<file path="src/rtl/periferico_bin2bcd_pkg.sv">
// -----------------------------------------------------------------------------
// periferico_bin2bcd_pkg
// Shared definitions for the binary-to-BCD peripheral: bus register
// addresses, conversion state encoding and STATUS register bit positions.
// -----------------------------------------------------------------------------
package periferico_bin2bcd_pkg;

    // Register map (5-bit bus address space)
    localparam logic [4:0] ADDR_BIN    = 5'h04;
    localparam logic [4:0] ADDR_CTRL   = 5'h0C;
    localparam logic [4:0] ADDR_BCD_LO = 5'h10;
    localparam logic [4:0] ADDR_BCD_HI = 5'h14;
    localparam logic [4:0] ADDR_STATUS = 5'h18;

    // STATUS register bit positions
    localparam int STATUS_DONE_BIT = 0;
    localparam int STATUS_BUSY_BIT = 1;

    // CTRL register bit positions
    localparam int CTRL_START_BIT = 0;

    // Conversion engine states
    typedef enum logic [1:0] {
        S_IDLE = 2'd0,
        S_CONV = 2'd1,
        S_DONE = 2'd2
    } state_t;

endpackage : periferico_bin2bcd_pkg

</file>
<file path="src/rtl/periferico_bin2bcd_core.sv">
// -----------------------------------------------------------------------------
// periferico_bin2bcd_core
// One double-dabble iteration, purely combinational: every BCD digit that is
// 5 or more gets 3 added, then the whole {bcd, bin} register shifts left by 1.
//
// Ports:
//   shreg_in  [4*DIGITS+WIDTH-1:0]  current {bcd digits, binary} register
//   shreg_out [4*DIGITS+WIDTH-1:0]  register after adjust + shift
// -----------------------------------------------------------------------------
module periferico_bin2bcd_core #(
    parameter int WIDTH  = 16,
    parameter int DIGITS = 5
) (
    input  logic [4*DIGITS+WIDTH-1:0] shreg_in,
    output logic [4*DIGITS+WIDTH-1:0] shreg_out
);

    logic [4*DIGITS+WIDTH-1:0] adj;

    always_comb begin
        // NOTE: every always_comb output gets a full default first, so no path
        // through the block can leave it unassigned and infer a latch.
        adj = shreg_in;
        for (int i = 0; i < DIGITS; i++) begin
            if (adj[WIDTH+4*i +: 4] >= 4'd5) begin
                adj[WIDTH+4*i +: 4] = adj[WIDTH+4*i +: 4] + 4'd3;
            end
        end
        // The top bit of the adjusted value is shifted out; for a valid
        // DIGITS/WIDTH pairing it is always zero.
        shreg_out = adj << 1;
    end

endmodule : periferico_bin2bcd_core

</file>
<file path="src/rtl/periferico_bin2bcd.sv">
// -----------------------------------------------------------------------------
// periferico_bin2bcd
// Memory-mapped peripheral converting a WIDTH-bit unsigned value into DIGITS
// packed BCD digits with a sequential double-dabble engine (one shift/cycle).
//
// Ports:
//   CLK    system clock, all state changes on the rising edge
//   reset  synchronous active-low reset
//   cs     chip select
//   rd     read strobe  (qualified by cs)
//   wr     write strobe (qualified by cs)
//   addr   [4:0]  register address
//   d_in   [15:0] write data
//   d_out  [15:0] registered read data, valid the cycle after the read edge
// -----------------------------------------------------------------------------
module periferico_bin2bcd
    import periferico_bin2bcd_pkg::*;
#(
    parameter int WIDTH  = 16,
    parameter int DIGITS = 5
) (
    input  logic        CLK,
    input  logic        reset,
    input  logic        cs,
    input  logic        rd,
    input  logic        wr,
    input  logic [4:0]  addr,
    input  logic [15:0] d_in,
    output logic [15:0] d_out
);

    localparam int SHW   = 4*DIGITS + WIDTH;
    localparam int BCDW  = 4*DIGITS;
    localparam int CNT_W = $clog2(WIDTH);
    localparam logic [CNT_W-1:0] LAST_CNT = CNT_W'(WIDTH - 1);

    state_t             state, state_next;
    logic [WIDTH-1:0]   bin_reg;
    logic [SHW-1:0]     shreg;
    logic [SHW-1:0]     shreg_step;
    logic [CNT_W-1:0]   count;
    logic [BCDW-1:0]    result;
    logic [15:0]        rd_data;

    logic busy, done;
    logic wr_en, rd_en;
    logic bin_wr, start;
    logic last_shift;

    // Bus decode. BIN writes and start requests are both locked out while a
    // conversion is running.
    assign wr_en      = cs & wr;
    assign rd_en      = cs & rd;
    assign bin_wr     = wr_en && (addr == ADDR_BIN) && !busy;
    assign start      = wr_en && (addr == ADDR_CTRL) && d_in[CTRL_START_BIT] && !busy;
    assign last_shift = (state == S_CONV) && (count == LAST_CNT);

    periferico_bin2bcd_core #(
        .WIDTH  (WIDTH),
        .DIGITS (DIGITS)
    ) u_core (
        .shreg_in  (shreg),
        .shreg_out (shreg_step)
    );

    // State register
    always_ff @(posedge CLK) begin
        // NOTE: sequential state uses non-blocking assignments so every
        // register samples pre-edge values, independent of statement order.
        if (!reset) begin
            state <= S_IDLE;
        end else begin
            state <= state_next;
        end
    end

    // Next-state logic and status outputs
    always_comb begin
        state_next = state;
        busy       = 1'b0;
        done       = 1'b0;
        case (state)
            S_IDLE: begin
                if (start) state_next = S_CONV;
            end
            S_CONV: begin
                busy = 1'b1;
                if (last_shift) state_next = S_DONE;
            end
            S_DONE: begin
                done = 1'b1;
                // start and BIN write use different addresses, so at most
                // one of them fires in a given cycle.
                if (start)       state_next = S_CONV;
                else if (bin_wr) state_next = S_IDLE;
            end
            default: state_next = S_IDLE;
        endcase
    end

    // Read mux: reflects register contents before any same-edge write.
    always_comb begin
        rd_data = '0;
        case (addr)
            ADDR_BIN:    rd_data = 16'(bin_reg);
            ADDR_BCD_LO: rd_data = result[15:0];
            ADDR_BCD_HI: rd_data = 16'(result[BCDW-1:16]);
            ADDR_STATUS: begin
                rd_data[STATUS_DONE_BIT] = done;
                rd_data[STATUS_BUSY_BIT] = busy;
            end
            default:     rd_data = '0;
        endcase
    end

    // Datapath registers
    always_ff @(posedge CLK) begin
        // NOTE: the working shift register is reset along with the visible
        // state so an aborted conversion cannot leak a partial result.
        if (!reset) begin
            bin_reg <= '0;
            shreg   <= '0;
            count   <= '0;
            result  <= '0;
            d_out   <= '0;
        end else begin
            if (bin_wr) begin
                bin_reg <= d_in[WIDTH-1:0];
            end

            if (start) begin
                shreg <= {{BCDW{1'b0}}, bin_reg};
                count <= '0;
            end else if (state == S_CONV) begin
                shreg <= shreg_step;
                count <= count + 1'b1;
            end

            // Result only moves on the final shift; earlier results stay
            // readable for the whole conversion.
            if (last_shift) begin
                result <= shreg_step[SHW-1 -: BCDW];
            end

            if (rd_en) begin
                d_out <= rd_data;
            end
        end
    end

endmodule : periferico_bin2bcd

</file>
<file path="config.mk">
export PLATFORM = sky130hd
export DESIGN_NAME = periferico_bin2bcd
export DESIGN_NICKNAME = d
export VERILOG_FILES = /design/src/rtl/periferico_bin2bcd_pkg.sv /design/src/rtl/periferico_bin2bcd_core.sv /design/src/rtl/periferico_bin2bcd.sv
export SDC_FILE = /design/constraint.sdc
export NUM_CORES = 1
export LEC_CHECK = 0
export BUFFER_PORTS_ARGS = -buffer_cell sky130_fd_sc_hd__buf_2
export CAP_MARGIN = 40
export CORE_MARGIN = 5
export CORE_UTILIZATION = 59
export CTS_BUF_LIST = sky130_fd_sc_hd__clkbuf_16
export DETAILED_ROUTE_END_ITERATION = 10
export PLACE_DENSITY = 0.79
export SLEW_MARGIN = 30
export SYNTH_ARGS = -nofsm -noshare
export SYNTH_HDL_FRONTEND = slang
export SYNTH_HIERARCHICAL = 1
export SYNTH_SLANG_ARGS = --single-unit
</file>
<file path="constraint.sdc">
create_clock -name CLK -period 1.69 [get_ports CLK]
set_input_delay 0.2535 -clock CLK [delete_from_list [all_inputs] [get_ports CLK]]
set_output_delay 0.2535 -clock CLK [all_outputs]
set_load 0.01 [all_outputs]
</file>
==> results.md, run 1 <==
- Status: complete, no violations
- Initial DRC count: 238
- Non-Filler Instances: 694
- P_sw: 1020 uW
- Hold path start: d_in[6]
- Seq/Total Area, Yosys: 39.7%
- Starting Density: 61.1%
- Final setup TNS: 0 ns
- Post-CTS Hold Buffers: 0
- Power density over the cells: 854 mW/mm^2
- Nets: 624
- Sw Share: 22.8%
- Fin. max-slew vios: 0
- Int Pwr: 3450 uW
- Unrepaired setup endpoints after global routing: no
- DRC: 0
- Library cells used by synthesis: 46
- Largest register FFs: 36
- Total grt overflow: 0
- Crit path buf inv count: 1
- CP max stage delay: 0.36 ns
- Largest reg by FF count: shreg
- Hold WS: 0.157 ns
- Layout Skew: 0.00610 ns
- Routed via count: 4118
- Clock power frac: 45.3%
- Largest area contributor in the netlist: dfxtp_1
- Post-synth top area share: 39.7%
- Cells after synthesis: 580
- Mapped Area: 0.00474 sq mm
- TritonCTS Buffers: 9
- Synth warnings: 6
- Largest net degree at the start of global routing: 44
- Placer Congestion: 0.845
- Final count of hold timing violations: 0
- Synth async-reset ratio: 0%
- DP HPWL: 7520 um
- Core area: 0.00777 sq mm
- First-pass GRT wire length: 18500 um
- Worst EP arrival: 1.90 ns
- Dominant synthesized flop cell: dfxtp_1
- Combinational power share: 4.8%
- Port bufs: 41
- CP startpoint kind: flip-flop
- Reg2reg path depth: 7
- Ports: 42
- Crit path depth: 7
- Longest Clk Path Bufs: 2
- Die width: 99.7 um
- Worst Path Required: 1.96 ns
- GRT Total Usage: 22.8%
- CP max stage cell: dfxtp_1
- TritonCTS clock tree: yes
- Max cap viols: 0
- EDFF count, synth: 0
- Sequential share of power: 49.9%
- Synthesized net count: 617
- Antenna Violating Nets Remaining: 0
- Post-CTS Setup Inserts: 0
- Worst r2r src: shreg[29]$_SDFFE_PP0P_
- Hold Path Depth: 3
- Dpl cells: 677
- Worst Path Max Fanout: 3
- Worst-margin pin slew: 0.558 ns
- WL final: 11200 um
- Fillers: 615
- DIE AREA: 0.00993 sq mm
- Overall Power: 4470 uW
- R2R Setup Slk: 0.06 ns
- Type of destination of the critical path: flip-flop
- Biggest regs: shreg x36, result x20
- Ranking of synthesized cells by area: dfxtp_1 (40%), nand2_1 (7.6%), a21oi_1 (6.1%), o21ai_0 (4.5%), mux2i_1 (4.4%)
- Critical path class: reg2reg
- CP cell instances: inv_1, ha_1, nand2b_1, a21oi_2, mux2i_1, nand3_1, a21oi_1
- Area Overhead vs Synth: 10.3%
- Setup violators final: 0
- Final Cycle Share: 96.3%
- Reg-to-Reg End: result[14]$_SDFFE_PN0P_
- Num Clock Sinks: 94
- Worst-path clk slew: 0.06 ns
- Fraction of layout cells with a size suffix above 1: 15.2%
- Syn avg cell area: 8.18 sq um
- Diodes inserted: 0
- Hold Crit Class: in2reg
- Top-count cell post-synth: nand2_1
- Worst vdd ir: 543 uV
- Max Clk Rate: 614 MHz
- Min cycle time layout: 1.63 ns
- Leading cell types by count after synthesis: nand2_1 (96), dfxtp_1 (94), a21oi_1 (58)
- Die H: 99.7 um
- Router iterations before antenna repair: 5
- Seq cells post-synth: 94
- Vias per inst: 5.93
- Crit. Startpoint: shreg[29]$_SDFFE_PP0P_
- DR WL/cell: 16.1 um
- Worst Hold End: bin_reg[6]$_SDFFE_PN0P_
- Leakage power: 0.00186 uW
- CTS Root Cell: clkbuf_16
- Max transition margin: 62.8%
- H-tree depth: 3
- Core Rows: 32
- CP delay by family, top: flip-flops
- Initial antenna violation count: 0
- Vias in the first global route: 3954
- Clk_lat worst skew: 0.34 ns
- Resized cells post-CTS: 0
-- area by class of cell --
type                       count  area (sq um)  area share [%]
sequential                    94          1880            36.0
inverter                      11          41.3           0.789
timing repair buffer          59           415            7.94
clock buffer                   9           225            4.30
tap                          102           128            2.44
clock inverter                 7          72.6            1.39
multi-input combinational    412          2470            47.2
-- cell usage in the layout, fill, tap and decap left out, drive strengths merged --
cell,Yosys,layout
bufinv,0,1
o211a,1,1
clkinv,0,3
nor3,1,1
and3b,3,3
a32oi,4,4
or2,1,1
o32a,1,1
inv,11,12
and2,1,1
dfxtp,94,94
o21ai,50,50
nor2b,3,3
nand4bb,2,2
xnor2,6,6
nand2,96,96
a22o,12,12
xor2,1,1
buf,38,58
nor2,26,26
conb,1,1
a211oi,18,18
mux2i,21,21
and2b,1,1
nand2b,11,11
nand3b,25,25
nand4b,2,2
mux2,4,4
or3,2,2
nand3,22,22
clkbuf,25,10
ha,11,11
o32ai,1,1
nor4,17,17
and3,2,2
clkinvlp,0,2
nor4b,2,2
o31ai,1,1
a21oi,63,63
-- per-layer routing --
| layer | global-route usage (%) | up-vias | wire length [um] |
|---|---|---|---|
| met5 | 0 | - | 0 |
| met2 | 37.5 | 127 | 5410 |
| li1 | - | 2030 | - |
| met1 | 29.1 | 1930 | 4920 |
| met4 | 9.03 | 0 | 301 |
| met3 | 4.77 | 31 | 547 |
-- worst register-to-register path, cell delays in order, from the launching register on --
cell      delay, ns
dfxtp_1        0.36
inv_1          0.09
ha_1           0.21
nand2b_1       0.18
a21oi_2        0.20
mux2i_1        0.27
nand3_1        0.10
a21oi_1        0.14
-- cells by family after synthesis --
kind of cell / share of synthesized area [%]
adder cells (fa/ha/maj): 2.90
multiplexers: 5.38
AO/OA/AOI/OAI: 19.0
AND/OR/NAND/NOR: 23.4
XOR/XNOR: 1.29
flip-flops: 39.7
buffers and inverters: 8.28
other: 0.0791
-- power groups by stage --
stage          clock network, uW  logic, uW  registers [uW]
3_5_place_dp                   0        208            2280
4_1_cts                     2050        209            2230
5_1_grt                     2140        234            2230
2_1_floorplan                  0        135            2280
6_report                    2030        214            2230
3_3_place_gp                   0        203            2280
-- stage by stage --
step | area [sq um] | setup WS [ns] | utilization, %
after global placement | 4930 | 0.185 | 63.5
after floorplan | 4740 | 0.232 | -
after global routing | 5230 | 0.00594 | 67.4
final | 5230 | 0.0624 | 67.4
after CTS | 5230 | 0.111 | 67.3
after detailed placement | 4930 | 0.121 | 63.5
-- how the worst max path moves through the flow --
stage	endpoint	slack [ns]
3_3_place_gp	result[8]$_SDFFE_PN0P_	0.19
3_5_place_dp	shreg[2]$_SDFFE_PN0P_	0.12
2_1_floorplan	bin_reg[10]$_SDFFE_PN0P_	0.23
4_1_cts	result[10]$_SDFFE_PN0P_	0.11
6_report	result[14]$_SDFFE_PN0P_	0.06
5_1_grt	result[10]$_SDFFE_PN0P_	0.006
No activity file was read; power rests on OpenSTA's default activity.
==> inputs of run 2 (changes only) <==
- RECOVER_POWER: not set -> 25
==> results.md, run 2 (synthesized netlist as in run 1, its figures left out) <==
- Core Rows: 32
- Initial antenna violation count: 0
- Max Clk Rate: 614 MHz
- CP startpoint kind: flip-flop
- Final setup TNS: 0 ns
- Biggest regs: shreg x36, result x20
- Ports: 42
- Status: complete, no violations
- First-pass GRT wire length: 18500 um
- Post-CTS Hold Buffers: 0
- Unrepaired setup endpoints after global routing: no
- Area Overhead vs Synth: 9.47%
- Critical path class: reg2reg
- DR WL/cell: 16.1 um
- CTS Root Cell: clkbuf_16
- Nets: 624
- Hold Path Depth: 3
- Post-CTS Setup Inserts: 0
- Vias in the first global route: 3954
- Dpl cells: 677
- Router iterations before antenna repair: 5
- Fraction of layout cells with a size suffix above 1: 12.3%
- Leakage power: 0.00179 uW
- Type of destination of the critical path: flip-flop
- Most frequent cells in the layout: nand2_1 (96), dfxtp_1 (94), a21oi_1 (58)
- Placer Congestion: 0.845
- H-tree depth: 3
- Hold path start: d_in[6]
- Starting Density: 61.1%
- GRT Total Usage: 22.8%
- Longest Clk Path Bufs: 2
- Worst Path Max Fanout: 3
- Core area: 0.00777 sq mm
- Final count of hold timing violations: 0
- Hold Crit Class: in2reg
- Reg2reg path depth: 7
- Overall Power: 4470 uW
- Final Cycle Share: 96.4%
- Worst r2r src: shreg[29]$_SDFFE_PP0P_
- Clk_lat worst skew: 0.34 ns
- Largest register FFs: 36
- Die H: 99.7 um
- DRC: 0
- Total grt overflow: 0
- DP HPWL: 7520 um
- TritonCTS Buffers: 9
- Worst-margin pin slew: 0.806 ns
- Initial DRC count: 233
- DIE AREA: 0.00993 sq mm
- Largest net degree at the start of global routing: 44
- Port bufs: 41
- Worst EP arrival: 1.90 ns
- Resized cells post-CTS: 0
- Largest reg by FF count: shreg
- Fillers: 630
- Num Clock Sinks: 94
- Vias per inst: 5.97
- WL final: 11200 um
- Worst vdd ir: 540 uV
- Min cycle time layout: 1.63 ns
- Power density over the cells: 860 mW/mm^2
- Setup violators final: 0
- Max transition margin: 45.5%
- Layout Skew: 0.00706 ns
- Worst Path Required: 1.96 ns
- TritonCTS clock tree: yes
- Fin. max-slew vios: 0
- Hold WS: 0.158 ns
- Routed via count: 4145
- Antenna Violating Nets Remaining: 0
- Die width: 99.7 um
- Worst-path clk slew: 0.06 ns
- Most common cell after layout, fill and taps aside: nand2_1
- Non-Filler Instances: 694
- Max cap viols: 0
- Diodes inserted: 0
- Crit. Startpoint: shreg[29]$_SDFFE_PP0P_
run 2: cell type report:
cell class	instances	area, sq um	share of cell area [%]
timing repair buffer	59	380	7.33
clock buffer	9	225	4.34
sequential	94	1880	36.2
tap	102	128	2.46
clock inverter	7	72.6	1.40
multi-input combinational	412	2460	47.4
inverter	11	41.3	0.795
run 2: final timing paths:
check | endpoint | slack [ns]
min reg2reg | shreg[33]$_SDFFE_PP0P_ | 0.46
max | result[14]$_SDFFE_PN0P_ | 0.06
min | bin_reg[6]$_SDFFE_PN0P_ | 0.16
max reg2reg | result[14]$_SDFFE_PN0P_ | 0.06
run 2: per-stage QoR:
stage	area (sq um)	worst slack, ns	utilization [%]
CTS	5230	0.111	67.3
global placement	4930	0.185	63.5
global route	5190	0.00594	66.8
floorplan	4740	0.232	-
finish	5190	0.0601	66.8
detailed placement	4930	0.121	63.5
run 2: metal layers:
metal	GRT usage, %	wire length (um)	vias up
met4	9.03	296	0
met1	29.1	4880	1964
li1	-	-	2029
met2	37.5	5410	122
met3	4.77	609	30
met5	0	0	-
run 2: report_power, final:
group,internal (uW),switching (uW),total (uW)
registers,2220,6.90,2230
logic,78.6,133,211
clock network,1150,877,2030
total,3450,1020,4470
run 2: critical path: stages, from the launching register on:
cell and delay [ns]:
dfxtp_1 0.36, inv_1 0.09, ha_1 0.21, nand2b_1 0.18
a21oi_2 0.20, mux2i_1 0.27, nand3_1 0.10, a21oi_1 0.14
==> inputs of run 3 (changes only) <==
- CORE_UTILIZATION: 59 -> 64
- PLACE_DENSITY: 0.79 -> 0.85
- clock period: 1.69 -> 1.9 ns (I/O delays scaled with it)
==> results.md, run 3 (synthesized netlist as in run 1, its figures left out) <==
- Final count of hold timing violations: 0
- R2R Setup Slk: 0.28 ns
- Worst-path clk slew: 0.07 ns
- Most Crowded Layer GR: met2
- Type of destination of the critical path: flip-flop
- Largest net degree at the start of global routing: 53
- DRC: 0
- Final Cell Area: 0.00514 sq mm
- Starting Density: 65.4%
- Post-CTS Setup Inserts: 0
- Dpl ws: 0.220 ns
- Initial DRC count: 251
- Layout Skew: 0.00554 ns
- Critical path class: reg2reg
- Max Clk Rate: 615 MHz
- Most common cell after layout, fill and taps aside: nand2_1
- Status: complete, no violations
- Setup violators final: 0
- Final setup TNS: 0 ns
- Diodes inserted: 0
- Resized cells post-CTS: 0
- Leakage power: 0.00176 uW
- Final Cycle Share: 85.5%
- Fraction of layout cells with a size suffix above 1: 11.6%
- Power density over the cells: 770 mW/mm^2
- Worst Path Max Fanout: 17
- Worst vdd ir: 546 uV
- GRT met3 Usage: 3.13%
- Vias in the first global route: 3792
- Clk_lat worst skew: 0.34 ns
- GRT Total Usage: 24.9%
- First-pass GRT wire length: 18100 um
- Nets: 620
- CTS Root Cell: clkbuf_16
- Longest Clk Path Bufs: 2
- Vias per inst: 6.09
- Final worst setup slack: 0.275 ns
- H-tree depth: 3
- Total grt overflow: 0
- WL final: 11200 um
- Placer Congestion: 0.823
- Core area: 0.00725 sq mm
- Die width: 96.1 um
- Fin. max-slew vios: 0
- Post-CTS Hold Buffers: 0
- Most frequent cells in the layout: nand2_1 (96), dfxtp_1 (94), a21oi_1 (58)
- Met2 Use GR: 41.6%
- DP HPWL: 7490 um
- Worst Path Required: 2.16 ns
- Worst EP arrival: 1.88 ns
- Min cycle time layout: 1.62 ns
- Met1 usage: 32.4%
- Unrepaired setup endpoints after global routing: no
- DIE AREA: 0.00923 sq mm
- Routed via count: 4181
- Dpl cells: 671
- Antenna Violating Nets Remaining: 0
- TritonCTS Buffers: 9
- Initial antenna violation count: 0
- Max cap viols: 0
- Largest register FFs: 36
- Die H: 96.1 um
- Port bufs: 41
- Fillers: 537
- CP max stage cell: dfxtp_1
- CP max stage delay: 0.42 ns
- Core Rows: 31
- Router iterations before antenna repair: 5
- Max transition margin: 41.5%
- Placed Area: 0.00487 sq mm
- Worst-margin pin slew: 0.878 ns
- Area Overhead vs Synth: 8.39%
- CP startpoint kind: flip-flop
- CP cell instances: and2b_2, nor4_4, buf_12, mux2i_1
- Hold Crit Class: in2reg
- DR WL/cell: 16.3 um
- Num Clock Sinks: 94
- Biggest regs: shreg x36, result x20
- Non-Filler Instances: 687
- TritonCTS clock tree: yes
- Largest reg by FF count: shreg
- Ports: 42
run 3: path summary, 6_finish.rpt:
check / startpoint / endpoint / cells after the start
worst max register to register: state[1]$_SDFFE_PN0P_ / bin_reg[14]$_SDFFE_PN0P_ / 4
worst max-delay path: state[1]$_SDFFE_PN0P_ / bin_reg[14]$_SDFFE_PN0P_ / 4
worst min-delay path: d_in[8] / bin_reg[8]$_SDFFE_PN0P_ / 3
worst min register to register: shreg[33]$_SDFFE_PP0P_ / shreg[33]$_SDFFE_PP0P_ / 2
run 3: critical path, delay by kind of cell, from the launching register on:
kind,cells,cell delay (ns)
flops,1,0.42
simple gates,2,0.67
mux,1,0.24
buf+inv,1,0.21
run 3: through the flow:
step,hold slack [ns],total power [uW],util [%]
after floorplan,0.427,2150,-
after global placement,0.447,2200,67.1
after detailed placement,0.456,2210,67.1
after CTS,0.198,3970,71.2
after global routing,0.206,4080,70.9
final,0.195,3960,70.9
run 3: cell type report:
class	instances	area, sq um	area share (%)
Multi-Input combinational cell	412	2470	48.1
Sequential cell	94	1880	36.6
Timing Repair Buffer	55	323	6.28
Clock buffer	9	225	4.38
Tap cell	99	124	2.41
Clock inverter	7	73.8	1.44
Inverter	11	41.3	0.803
run 3: power breakdown:
part	switching, uW	total (uW)	internal, uW	leakage [uW]
combinational	118	182	63.7	0.000860
sequential	5.71	1980	1980	0.000757
clock	770	1790	1020	0.000147
run 3: layer usage:
layer  vias to the layer above  wire length [um]
met5                         -                 0
met3                        29               542
li1                       2031                 -
met1                      1984              4950
met4                         0               312
met2                       137              5420
